## src/rtl/program_fetch_queue.sv

```systemverilog
`default_nettype none
// ============================================================================
// Module      : program_fetch_queue
// Description : Instruction prefetch queue. Fetches 32-bit words from program
//               memory and presents them as a stream of 16-bit halfwords.
//               It supports branch redirects (flush), and it drops responses
//               to fetches that were already in flight when a flush arrived.
// Ports       : clk, rst (async, active-high)
//               flush / flush_addr      - redirect to a halfword address
//               mem_req / mem_addr      - word fetch request (valid/ready)
//               mem_ready               - request accepted this cycle
//               mem_rvalid / mem_rdata  - in-order fetch responses
//               IR_0 / IR_1 / ir_count  - two head halfwords and how many are valid
//               ir_pop                  - halfwords consumed this cycle
//               wide_0                  - head is the first half of a 32-bit Thumb op
// Revision    : 1.0 - initial release
// ============================================================================
module program_fetch_queue #(
  parameter int ADDR_W  = 14,
  parameter int DEPTH   = 8,
  parameter int MAX_OUT = 2
) (
  input  logic              clk,
  input  logic              rst,
  input  logic              flush,
  input  logic [ADDR_W-1:0] flush_addr,
  output logic              mem_req,
  output logic [ADDR_W-2:0] mem_addr,
  input  logic              mem_ready,
  input  logic              mem_rvalid,
  input  logic [31:0]       mem_rdata,
  output logic [15:0]       IR_0,
  output logic [15:0]       IR_1,
  output logic [1:0]        ir_count,
  input  logic [1:0]        ir_pop,
  output logic              wide_0
);

  localparam int C_PTR_W   = $clog2(DEPTH);
  localparam int C_CNT_W   = C_PTR_W + 1;
  localparam int C_SUM_W   = C_CNT_W + 1;
  localparam int C_WADDR_W = ADDR_W - 1;
  localparam logic [C_SUM_W-1:0] C_DEPTH   = C_SUM_W'(DEPTH);
  localparam logic [1:0]         C_MAX_OUT = 2'(MAX_OUT);

  // Queue storage and state
  logic [15:0]          r_q [DEPTH];
  logic [C_PTR_W-1:0]   r_rd_ptr;
  logic [C_PTR_W-1:0]   r_wr_ptr;
  logic [C_CNT_W-1:0]   r_count;
  logic [C_WADDR_W-1:0] r_fetch_ptr;
  logic [1:0]           r_outstanding;
  logic [1:0]           r_discard;
  logic                 r_skip_low;

  logic [1:0]           w_pop_eff;
  logic [1:0]           w_push_n;
  logic [C_SUM_W-1:0]   w_free;
  logic [C_SUM_W-1:0]   w_need;
  logic                 w_accept;
  logic                 w_live_resp;
  logic                 w_push_lo;

  // Head view of the queue
  assign ir_count = (r_count >= C_CNT_W'(2)) ? 2'd2 : r_count[1:0];
  assign IR_0     = (r_count != '0) ? r_q[r_rd_ptr] : 16'h0;
  assign IR_1     = (r_count >= C_CNT_W'(2)) ? r_q[r_rd_ptr + C_PTR_W'(1)] : 16'h0;
  // Prefixes 11101/11110/11111 mark the first half of a 32-bit encoding
  assign wide_0   = (r_count != '0) && (IR_0[15:13] == 3'b111) && (IR_0[12:11] != 2'b00);

  assign w_pop_eff = (ir_pop > ir_count) ? ir_count : ir_pop;

  // Issue only when room is reserved for every in-flight word plus this one.
  // The pop of the current cycle is ignored, which keeps mem_req off the
  // ir_pop path.
  assign w_free   = C_DEPTH - C_SUM_W'(r_count);
  assign w_need   = C_SUM_W'({r_outstanding, 1'b0}) + C_SUM_W'(2);
  assign mem_req  = !rst && !flush && (r_outstanding < C_MAX_OUT) && (w_free >= w_need);
  assign mem_addr = r_fetch_ptr;
  assign w_accept = mem_req && mem_ready;

  // A response is pushed only if it belongs to the current fetch stream
  assign w_live_resp = mem_rvalid && !flush && (r_discard == 2'd0);
  assign w_push_lo   = w_live_resp && !r_skip_low;
  assign w_push_n    = w_live_resp ? (r_skip_low ? 2'd1 : 2'd2) : 2'd0;

  // Storage needs no reset; ir_count gates every read
  always_ff @(posedge clk) begin
    if (w_push_lo) begin
      r_q[r_wr_ptr]                <= mem_rdata[15:0];
      r_q[r_wr_ptr + C_PTR_W'(1)]  <= mem_rdata[31:16];
    end else if (w_live_resp) begin
      r_q[r_wr_ptr]                <= mem_rdata[31:16];
    end
  end

  always_ff @(posedge clk or posedge rst) begin
    if (rst) begin
      r_rd_ptr      <= '0;
      r_wr_ptr      <= '0;
      r_count       <= '0;
      r_fetch_ptr   <= '0;
      r_outstanding <= 2'd0;
      r_discard     <= 2'd0;
      r_skip_low    <= 1'b0;
    end else if (flush) begin
      // Every fetch still in flight after this edge belongs to the old stream
      r_rd_ptr      <= '0;
      r_wr_ptr      <= '0;
      r_count       <= '0;
      r_fetch_ptr   <= flush_addr[ADDR_W-1:1];
      r_skip_low    <= flush_addr[0];
      r_outstanding <= r_outstanding - {1'b0, mem_rvalid};
      r_discard     <= r_outstanding - {1'b0, mem_rvalid};
    end else begin
      r_rd_ptr      <= r_rd_ptr + C_PTR_W'(w_pop_eff);
      r_wr_ptr      <= r_wr_ptr + C_PTR_W'(w_push_n);
      r_count       <= r_count + C_CNT_W'(w_push_n) - C_CNT_W'(w_pop_eff);
      r_outstanding <= r_outstanding + {1'b0, w_accept} - {1'b0, mem_rvalid};
      if (w_accept) begin
        r_fetch_ptr <= r_fetch_ptr + C_WADDR_W'(1);
      end
      if (mem_rvalid && (r_discard != 2'd0)) begin
        r_discard <= r_discard - 2'd1;
      end
      if (w_live_resp) begin
        r_skip_low <= 1'b0;
      end
    end
  end

endmodule
`default_nettype wire
```

## config.mk

```make
export PLATFORM = sky130hd
export DESIGN_NAME = program_fetch_queue
export DESIGN_NICKNAME = d
export VERILOG_FILES = /design/src/rtl/program_fetch_queue.sv
export SDC_FILE = /design/constraint.sdc
export NUM_CORES = 1
export LEC_CHECK = 0
export ABC_AREA = 1
export CAP_MARGIN = 40
export CORE_ASPECT_RATIO = 0.8
export CORE_MARGIN = 2
export CORE_UTILIZATION = 46
export DETAILED_ROUTE_END_ITERATION = 8
export GPL_ROUTABILITY_DRIVEN = 0
export PLACE_DENSITY = 0.67
export SLEW_MARGIN = 20
export SYNTH_ARGS = -nofsm -noshare
export SYNTH_HDL_FRONTEND = slang
export SYNTH_SLANG_ARGS = --single-unit
```

## constraint.sdc

```tcl
create_clock -name clk -period 7.5 [get_ports clk]
set_input_delay 1.125 -clock clk [delete_from_list [all_inputs] [get_ports clk]]
set_output_delay 1.125 -clock clk [all_outputs]
set_load 0.02 [all_outputs]
```

==> flow_metrics.tcl <==
set metrics [dict create \
    syn_area_um2 10400 \
    diodes 0 \
    cts-root-buf "clkbuf_16" \
    min_path_type "flip-flop to flip-flop" \
    dpl_cell_area_um2 11400 \
    wl_per_cell_um 17.1 \
    clkLatencyLatePin_ps 430 \
    max_slew_margin_pct 45.5 \
    synth_seq_cells 156 \
    grt_overflow_total 0 \
    final-max-slew-violation-count 0 \
    grt_pass1_wl_mm 45.7 \
    syn_to_final_growth_pct 16.0 \
    dieHeight_um 138 \
    numCtsBuffers 17 \
    clockBufferDepth 2 \
    fmax_mhz 203 \
    yosys.cell_types.count 41 \
    cts_hold_buf 0 \
    layout.cells.non_filler 1689 \
    via_count 9231 \
    cts.sinks 156 \
    cp-end-kind "primary output" \
    viasPerCell 5.47 \
    layout.nets 1451 \
    hold_viol_final 0 \
    rsz0062_at_grt "no" \
    total_power_w 0.00459 \
    antenna_left 0 \
    final_util_pct 53.9 \
    p_leak_nw 5.05 \
    grt_usage_pct 25.0 \
    avgSynthCellArea_um2 7.92 \
    crit_path_max_fanout 58 \
    synth-edff-count 128 \
    num_io_pins 102 \
    async_flop_share_pct 17.9 \
    min_period_over_period_pct 65.6 \
    drc 0 \
    die_area_um2 23800 \
    setup_viol 0 \
    antenna_found_initial 0 \
    seq_area_frac_synth_pct 43.8 \
    synth-warning-count 0 \
    io_buffers 101 \
    std_cell_rows 49 \
    dp_cells 1656 \
    drt_pass1_iterations 5 \
    period_needed_ps 4920 \
    die_w_um 172 \
    drtIter0Drc 855 \
    vdd_ir_drop_max_mv 0.226 \
    critPathLaunchType "flip-flop" \
    status "finished clean" \
    crit_type "flip-flop to primary output" \
    synthFlopType "edfxtp_1" \
    drive_gt1_share_pct 7.95 \
    cp.required_ps 6380 \
    finalInstanceArea_um2 12000 \
    cts_tree "built" \
    post-cts-setup-buffer-count 0 \
    first_global_vias 8441 \
    maxCapViolCount 0 \
    power.density_nw_per_um2 381 \
    drt_wl_total_mm 28.8 \
    synthesis.nets 1391 \
    synthCells 1310 \
    start_util_pct 46.5 \
    setup_tns_ps 0 \
    grt_start_max_net_pins 82 \
    cp.arrival_ps 3800 \
    finClkSkew_ps 10.2 \
    clk_pin_slew_worst_paths_ps 70 \
    tightestPinTransition_ps 815 \
    htreeDepth 4 \
    dp_hpwl_mm 18.3 \
    core_um2 22300 \
    post_cts_resized 0 \
]
[stage by stage]
stage / worst slack [ps] / hold WS [ps]
global placement: 2800 / 513
floorplan: 4220 / 494
CTS: 2690 / 551
global route: 2450 / 592
detailed placement: 3160 / 536
finish: 2580 / 551
[cell usage after synthesis, drive strengths merged (14+ instances only)]
| cell type | instances | area (um2) |
|---|---|---|
| nand2 | 336 | 1300 |
| nor3 | 17 | 90.1 |
| nand3 | 60 | 305 |
| o21ai | 296 | 1610 |
| a21oi | 97 | 489 |
| ha | 24 | 300 |
| clkbuf | 22 | 103 |
| dfrtp | 28 | 701 |
| inv | 119 | 447 |
| buf | 60 | 472 |
| or2 | 14 | 87.6 |
| edfxtp | 128 | 3840 |
| nor2 | 79 | 335 |
[final cells by class]
| class | instances | area (um2) |
|---|---|---|
| fillers | 2088 | 10300 |
| multi-input cells | 953 | 4810 |
| flip-flops and latches | 156 | 4550 |
| repair buffers | 123 | 1240 |
| inverters | 119 | 447 |
| clock buffers | 18 | 429 |
| well taps | 306 | 383 |
| clock inverters | 14 | 181 |
[metal layers]
metal  share of wire (%)  track usage, %  up-vias
met5                   0               0        -
met4                 1.6            7.61        0
met3                 8.9            5.15       38
met2                  44            36.8      412
met1                  46            37.0     4240
li1                    -               -     4541
[path summary, 6_finish.rpt]
kind	startpoint	to	slack [ps]	depth (start not counted)
min in group asynchronous	rst	r_discard[1]	1120	3
worst max register to register	r_wr_ptr[0]	r_q[1][2]	4330	8
max in group asynchronous	rst	r_rd_ptr[0]	6050	3
worst min-delay path	mem_addr[1]	mem_addr[1]	550	2
worst max-delay path	r_rd_ptr[0]	IR_1[8]	2580	8
worst min register to register	mem_addr[1]	mem_addr[1]	550	2
[cells in the final DEF, fill, tap and decap left out, drive strengths merged, types with 3 or more instances in the layout]
| cell | Yosys | final |
|---|---|---|
| buf | 60 | 22 |
| nand4 | 5 | 5 |
| inv | 119 | 125 |
| dfrtp | 28 | 28 |
| ha | 24 | 24 |
| xor2 | 4 | 4 |
| clkbuf | 22 | 18 |
| or2 | 14 | 14 |
| xnor2 | 5 | 5 |
| nand2 | 336 | 336 |
| nor3 | 17 | 17 |
| bufinv | 0 | 3 |
| a21oi | 97 | 97 |
| clkinv | 0 | 5 |
| nor2 | 79 | 79 |
| nand3 | 60 | 60 |
| edfxtp | 128 | 128 |
| fa | 4 | 4 |
| o21ai | 296 | 296 |
| clkdlybuf4s50 | 0 | 101 |
| o211ai | 5 | 5 |
[power by group]
group / switching, W / leakage, nW / total (W) / internal, W
clock: 0.000373 / 0.302 / 0.000904 / 0.000532
combinational: 0.00156 / 3.24 / 0.00255 / 0.000994
sequential: 0.000107 / 1.51 / 0.00113 / 0.00102
total: 0.00204 / 5.05 / 0.00459 / 0.00255
[worst max-delay path: stages (launching register included)]
cell             delay [ps]
dfrtp_4                 690
inv_2                   540
buf_12                  270
buf_4                   410
a21oi_1                 110
o21ai_0                  90
a21oi_1                  80
nor3_1                  420
clkdlybuf4s50_1         700
[kinds of logic after synthesis]
family,count (synthesis),share of synthesized area (%)
AND/OR/NAND/NOR,511,20.7
AO/OA/AOI/OAI,405,21.1
flip-flops,156,43.8
adder cells (fa/ha/maj),28,3.67
buffers and inverters,201,9.84
XOR/XNOR,9,0.904
[sequential cells by signal (all words and copies together), names as in the netlist]
register       cells
mem_addr          13
r_count            4
r_discard          2
r_outstanding      2
r_q              128
r_rd_ptr           3
r_skip_low         1
r_wr_ptr           3
(Power assumes the default switching activity.)
